<file path="config.mk">
export PLATFORM = sky130hd
export DESIGN_NAME = channel_sequencer
export DESIGN_NICKNAME = d
export VERILOG_FILES = /design/src/rtl/visualizer_pkg.sv /design/src/rtl/button_debouncer.sv /design/src/rtl/channel_sequencer.sv
export SDC_FILE = /design/constraint.sdc
export NUM_CORES = 1
export LEC_CHECK = 0
export BUFFER_PORTS_ARGS = -buffer_cell sky130_fd_sc_hd__buf_2
export CORE_MARGIN = 2
export CORE_UTILIZATION = 61
export DETAILED_ROUTE_END_ITERATION = 10
export GPL_ROUTABILITY_DRIVEN = 0
export PLACE_DENSITY = 0.85
export SLEW_MARGIN = 15
export SYNTH_ARGS = -nofsm -noshare
export SYNTH_HDL_FRONTEND = slang
export SYNTH_SLANG_ARGS = --single-unit
</file>
<file path="constraint.sdc">
create_clock -name clk -period 2.5 [get_ports clk]
set_input_delay 0.125 -clock clk [delete_from_list [all_inputs] [get_ports clk]]
set_output_delay 0.125 -clock clk [all_outputs]
set_load 0.05 [all_outputs]
</file>
<file path="src/rtl/visualizer_pkg.sv">
// visualizer_pkg: shared state type, channel width and channel indices
// used by the sequencer and the RGB LED manager.
package visualizer_pkg;
   localparam int CHANNEL_W = 2;
   localparam logic [CHANNEL_W-1:0] CH_RED = 2'd0;
   localparam logic [CHANNEL_W-1:0] CH_GREEN = 2'd1;
   localparam logic [CHANNEL_W-1:0] CH_BLUE = 2'd2;
   typedef enum logic {MANUAL = 1'b0, AUTO = 1'b1} seq_state_t;
endpackage

</file>
<file path="src/rtl/button_debouncer.sv">
// button_debouncer: 2-flop synchronizer, stable-count debounce and a
// registered one-cycle pulse on each accepted press.
module button_debouncer #(
   parameter int DEBOUNCE_CYCLES = 500_000
) (
   input  logic clk,
   input  logic reset,
   input  logic btn_raw,
   output logic btn_level,
   output logic btn_press
);
   localparam int CW = $clog2(DEBOUNCE_CYCLES);
   logic [1:0] sync;
   logic [CW-1:0] cnt;
   logic level_d;
   logic mismatch;
   logic accept;
   assign mismatch = sync[1] ^ btn_level;
   assign accept = mismatch && (cnt == CW'(DEBOUNCE_CYCLES - 1));
   always_ff @(posedge clk) begin
      if (reset) begin
         sync <= '0;
         cnt <= '0;
         btn_level <= 1'b0;
         level_d <= 1'b0;
         btn_press <= 1'b0;
      end else begin
         sync <= {sync[0], btn_raw};
         cnt <= (mismatch && !accept) ? cnt + CW'(1) : '0;
         btn_level <= accept ? sync[1] : btn_level;
         level_d <= btn_level;
         btn_press <= btn_level & ~level_d;
      end
   end
endmodule

</file>
<file path="src/rtl/channel_sequencer.sv">
// channel_sequencer: manual/auto channel selection driven by two debounced
// buttons, with a dwell timer for auto cycling and a change strobe.
module channel_sequencer
   import visualizer_pkg::*;
#(
   parameter int NUM_CHANNELS = 3,
   parameter int DEBOUNCE_CYCLES = 500_000,
   parameter int DWELL_CYCLES = 50_000_000
) (
   input  logic clk,
   input  logic reset,
   input  logic btn_next,
   input  logic btn_mode,
   output logic [CHANNEL_W-1:0] curr_channel,
   output logic auto_mode,
   output logic channel_changed
);
   localparam int DW = $clog2(DWELL_CYCLES);
   seq_state_t state, state_next;
   logic [DW-1:0] dwell, dwell_next;
   logic [1:0] levels_unused;
   logic next_press, mode_press, dwell_term, advance;
   button_debouncer #(.DEBOUNCE_CYCLES(DEBOUNCE_CYCLES)) u_next (
      .clk(clk), .reset(reset), .btn_raw(btn_next),
      .btn_level(levels_unused[0]), .btn_press(next_press)
   );
   button_debouncer #(.DEBOUNCE_CYCLES(DEBOUNCE_CYCLES)) u_mode (
      .clk(clk), .reset(reset), .btn_raw(btn_mode),
      .btn_level(levels_unused[1]), .btn_press(mode_press)
   );
   // Terminal is qualified by the current state, so it still advances on the
   // same cycle a mode press drops back to MANUAL.
   always_comb begin
      dwell_term = (state == AUTO) && (dwell == DW'(DWELL_CYCLES - 1));
      advance = next_press || dwell_term;
      state_next = mode_press ? ((state == AUTO) ? MANUAL : AUTO) : state;
      dwell_next = (state == MANUAL || mode_press || advance) ? '0 : dwell + DW'(1);
   end
   always_ff @(posedge clk) begin
      if (reset) begin
         state <= MANUAL;
         dwell <= '0;
         curr_channel <= CH_RED;
         channel_changed <= 1'b0;
      end else begin
         state <= state_next;
         dwell <= dwell_next;
         channel_changed <= advance;
         if (advance)
            curr_channel <= (curr_channel == CHANNEL_W'(NUM_CHANNELS - 1)) ? CH_RED : curr_channel + CHANNEL_W'(1);
      end
   end
   assign auto_mode = (state == AUTO);
endmodule

</file>
Word-level counts from Yosys, hierarchy flattened
Index checks and enable logic that the tools add are counted.
- RAM bits: 0
- register bits after elaboration: 78
- bits of input ports: 4
- latch bits: 0
- output and inout bits: 4
- memories: 0
- word-level logic and storage cells: 46
- memory bits (read-only): 0
- add/subtract/negate cells: 4
- shift operators: 0
- equality and inequality tests: 4
- magnitude comparators: 0
- bitwise logic cells: 9
- reduce and logical (&&, ||, !) cells: 13
- div/mod/pow operators: 0
- multipliers: 0
- muxes and demuxes: 2
- operator list (operator ; number):
    $add A19 B1 Y19 const B ; 2
    $eq A19 B19 Y1 const B ; 2
    $add A26 B1 Y26 const B ; 1
    $eq A26 B26 Y1 const B ; 1
    $reduce_or A2 Y1 ; 3
    $logic_and A1 B1 Y1 ; 5
    $not A1 Y1 ; 5
    $logic_or A1 B1 Y1 ; 3
    $add A2 B1 Y2 const B ; 1
    $and A1 B1 Y1 ; 2
    $eq A2 B2 Y1 const B ; 1
    $logic_not A1 Y1 ; 2
    $mux W2 ; 1
    $xor A1 B1 Y1 ; 2
    $mux W1 ; 1

Logic depth before layout (Yosys ltp)
- depth in word-level cells: 6
- gate-level depth with buffers: 6
- depth with buffers taken out: 5

Hierarchy
A second synthesis with hierarchy kept.
- cell total of the unflattened synthesis: 379
- area total of the unflattened synthesis: 3469.6 um^2
- modules (own cells, without submodules) (module ; instances ; cells each ; area each (um^2) ; sequential area each (um^2)):
    button_debouncer ; 2 ; 111 ; 1019.7 ; 480.5
    channel_sequencer ; 1 ; 157 ; 1430.1 ; 600.6

Worst setup path after synthesis
No wires, ideal clock.
- kind: register -> register
- from: register state (netlist: auto_mode)
- to: register dwell[10]
- library setup time: 0.132 ns
- arrival time: 1.900 ns
- buffers on the path: 1
- stages on the path, launching flop included: 6
- required time: 2.368 ns
- setup slack: 0.469 ns
- clock period less this slack: 2.031 ns
- cells stage by stage: dfxtp_1 -> nor4b_1 -> nand2_1 -> nor4_4 -> clkbuf_1 -> nor3_1
- cells in the longest elaborated chain, start to end: 4
- elaborated cells between the ends (all ways): 6
- classes of those cells: bitwise (1); reduce/logical (5)
- ends and longest elaborated chain (what ; line ; RTL):
    start, declared ; channel_sequencer.sv:19 ; seq_state_t state, state_next;
    start signal, assigned ; channel_sequencer.sv:46 ; state <= state_next;
    $logic_and A1 B1 Y1 / $not A1 Y1 (equally long branches) ; channel_sequencer.sv:34, channel_sequencer.sv:37 ;
    $logic_or A1 B1 Y1, on equally long branches ; channel_sequencer.sv:35, channel_sequencer.sv:37 ;
    $logic_or A1 B1 Y1 * ; channel_sequencer.sv:37 ; dwell_next = (state == MANUAL || mode_press || advance) ? '0 : dwell + DW'(1);
    $reduce_or A2 Y1 (no source line) * ; -- ;
    end signal, assigned ; channel_sequencer.sv:47 ; dwell <= dwell_next;
    end, declared ; channel_sequencer.sv:20 ; logic [DW-1:0] dwell, dwell_next;
Mark *: on every way between the ends. The rest lies on a longest branch, timed or not.
A chain may end at the register's enable or synchronous reset.

Final worst setup path
- from: register dwell[0]
- to: register dwell[22]
- cells in the longest elaborated chain, start to end: 5
- elaborated cells between the ends (all ways): 6
- classes of those cells: add/sub (1); eq/ne (1); reduce/logical (4)
- ends and longest elaborated chain (what):
    branches (longest 5 deep; another with $add A26 B1 Y26)
Several ways; the timed one is not identified.

==> results.py <==
metrics = {
    "grt": {
        "grt_antenna_before_repair": 0,
        "grt_use_met3_pct": 5.43,
        "top_usage_layer": "met2",
        "grt_max_degree": 27,
        "grt_first_pass_wirelength_um": 11200,
        "grt.total_usage_pct": 22.3,
        "met1_usage_pct": 29.1,
        "grt_use_met2_pct": 35.5,
        "overflow": 0,
        "grt_pass1_vias": 2542,
    },
    "pwr": {
        "p_per_area_nw_per_um2": 624,
        "intPower_uw": 1920,
        "p_clk_share_pct": 47.0,
        "switching_share_pct": 19.9,
        "peakVddDrop_mv": 0.519,
        "p_comb_share_pct": 0.9,
        "p_leak_uw": 0.00112,
        "seqPwrFrac_pct": 52.1,
        "power_switching_uw": 477,
    },
    "clock_tree": {
        "cts_root_buf": "clkbuf_8",
        "clock_latency_ns": 0.36,
        "path_clk_slew_ns": 0.08,
        "cts_tree": "built",
        "cts_buffer_depth": 2,
        "numClockSinks": 78,
        "numCtsBuffers": 9,
        "h-tree-depth": 3,
    },
    "min_path": {
        "hold_path_class": "primary input to flop",
        "worstHoldStart": "reset",
    },
    "sta": {
        "min_period_ns": 2.16,
        "rsz0062_at_grt": "false",
        "setup_viol": 0,
        "slew_viol_final": 0,
        "hold_violations": 0,
        "tightest_slew_ns": 0.584,
        "setup_slack_ns": 0.336,
        "timing.hold.ws_ns": 0.122,
        "max_freq_mhz": 462,
        "fin_setup_tns_ns": 0,
        "fin_crit_sh_pct": 86.5,
        "slew_headroom_pct": 61.1,
        "fin_worst_skew_ns": 0.00916,
    },
    "routing": {
        "drt_first_pass_iters": 4,
        "vias_per_cell": 5.95,
        "vias": 2814,
        "drc_errors": 0,
        "wire_per_inst_um": 13.7,
        "wl_um": 6470,
        "antenna_left": 0,
        "drtIter0Drc": 143,
    },
    "place": {
        "pre_cts_ws_ns": 0.353,
        "place_hpwl_um": 4310,
        "placed_cells": 455,
        "io_buffer_count": 7,
        "placed_area_um2": 3580,
    },
    "floorplanning": {
        "die_x_um": 79.7,
        "start_util_pct": 63.4,
        "boundaryPins": 8,
        "fp.coreArea_um2": 5510,
        "num_rows": 27,
        "dieArea_um2": 6350,
        "die_y_um": 79.7,
    },
    "cells_and_area": {
        "diodes": 0,
        "stdcell_count": 473,
        "fillCellCount": 447,
        "final_nets": 403,
        "syn2layout_area_growth_pct": 9.78,
        "final_layout_size_suffix_gt1_share_pct": 10.7,
        "fin_area_um2": 3830,
    },
    "worst_setup_path": {
        "reg2reg_from": "dwell[0]",
        "worstSetupPathType": "flop to flop",
        "crit_arrival_ns": 2.43,
        "cp.required_ns": 2.77,
        "crit_fanout": 13,
        "worstSetupStartpointType": "flop",
        "cp-startpoint": "dwell[0]",
        "crit_path_end_kind": "flop",
    },
    "yosys": {
        "ys_seq_area_share_pct": 44.7,
        "yosysWarnings": 0,
        "syn-cell-area_um2": 3490,
        "async_flop_share_pct": 0,
        "synth_cell_type_count": 43,
        "synth_seq_cells": 78,
        "syn_inst": 386,
        "syn_avg_cell_area_um2": 9.05,
        "syn_nets": 393,
        "ys.flop_type": "dfxtp_1",
        "synth_edf_count": 0,
    },
    "run": {
        "maxCapViolCount": 0,
    },
    "status": {
        "status": "finished, final reports clean",
    },
}
## synthesized netlist by cell type, drive strengths merged (3+ instances only)
| master | n | area [um2] |
|---|---|---|
| a211oi | 13 | 97.6 |
| a21oi | 13 | 65.1 |
| and3 | 3 | 18.8 |
| and4 | 6 | 52.6 |
| buf | 8 | 52.6 |
| clkbuf | 7 | 26.3 |
| dfxtp | 78 | 1560 |
| ha | 3 | 37.5 |
| inv | 12 | 45.0 |
| nand2 | 21 | 78.8 |
| nand2b | 4 | 25.0 |
| nand3 | 22 | 123 |
| nand4 | 13 | 81.3 |
| nor2 | 33 | 124 |
| nor2b | 9 | 56.3 |
| nor3 | 20 | 100 |
| nor4 | 6 | 52.6 |
| nor4b | 5 | 43.8 |
| o21ai | 15 | 75.1 |
| o31ai | 9 | 67.6 |
| or3 | 19 | 121 |
| or4 | 11 | 90.1 |
| or4b | 5 | 50.1 |
| xnor2 | 22 | 193 |
| xor2 | 14 | 123 |
## power by group through the flow
| stage | clock (uW) | sequential (uW) | combinational (uW) |
|---|---|---|---|
| 2_1_floorplan | 0 | 1280 | 12.0 |
| 3_3_place_gp | 0 | 1280 | 18.0 |
| 3_5_place_dp | 0 | 1280 | 19.3 |
| 4_1_cts | 1140 | 1250 | 21.5 |
| 5_1_grt | 1190 | 1250 | 24.0 |
| 6_report | 1120 | 1250 | 21.1 |
## what timing repair did
item                                   4_1_cts  5_1_grt
endpoints found under the hold margin        2        0
gates resized for setup                      0        0
hold buffers                                 2        0
setup buffers                                0        0
## cells by family after synthesis
logic type,count (synthesis),share of synthesized area (%)
AO/OA/AOI/OAI,57,10.6
multiplexers,2,0.609
buffers and inverters,27,3.55
AND/OR/NAND/NOR,183,30.5
flip-flops,78,44.7
adder cells (fa/ha/maj),3,1.07
XOR/XNOR,36,9.03
## registers in the layout, indices dropped and copies added, names as in the netlist, 2 cells and up
signal and count:
dwell 26, u_mode.cnt 19, u_next.cnt 19, curr_channel 2, u_mode.sync 2, u_next.sync 2
## worst paths after layout
check / endpoint / cells past startpoint / slack, ns
setup / recovery: dwell[22] / 5 / 0.34
hold / removal: u_mode.sync[0] / 2 / 0.12
setup reg to reg: dwell[22] / 5 / 0.34
hold reg to reg: u_next.btn_press / 1 / 0.39
## layout by cell type, fill, tap and decap left out, drive strengths merged, types with 2 or more instances in the layout
cell and n:
a211oi 13, a21oi 13, and2 2, and3 3, and4 6, buf 12
bufinv 3, clkbuf 10, clkinvlp 2, dfxtp 78, dlygate4sd3 2, ha 3
inv 12, nand2 21, nand2b 4, nand3 22, nand4 13, nor2 33
nor2b 9, nor3 20, nor4 6, nor4b 5, o21ai 15, o21bai 2
o31ai 9, o41ai 2, or3 19, or4 11, or4b 5, xnor2 22
xor2 14
## stage by stage
| stage | total power, uW | utilization (%) |
|---|---|---|
| floorplan | 1290 | - |
| global placement | 1290 | 64.9 |
| detailed placement | 1300 | 64.9 |
| CTS | 2410 | 69.6 |
| global route | 2460 | 69.6 |
| finish | 2390 | 69.6 |
## per-layer routing
metal  part of all wire (%)  up-vias
met1                     49     1332
met3                    4.0       10
met2                     46       49
met4                    1.2        0
li1                       -     1423
met5                      0        -
## critical path, cell delays in order (launching register included)
cell	delay, ns
dfxtp_1	0.37
ha_1	0.22
nand2_1	0.13
or4_4	0.64
or4_1	0.49
a211oi_1	0.23
## final cells by class
type / count / area (um2) / area share, %
clock inverters: 6 / 110 / 2.87
flip-flops and latches: 78 / 1560 / 40.7
clock buffers: 10 / 128 / 3.33
multi-input cells: 281 / 1810 / 47.1
well taps: 72 / 90.1 / 2.35
repair buffers: 14 / 92.6 / 2.42
inverters: 12 / 45.0 / 1.17
Note: power is estimated with default switching activity, not from simulation.
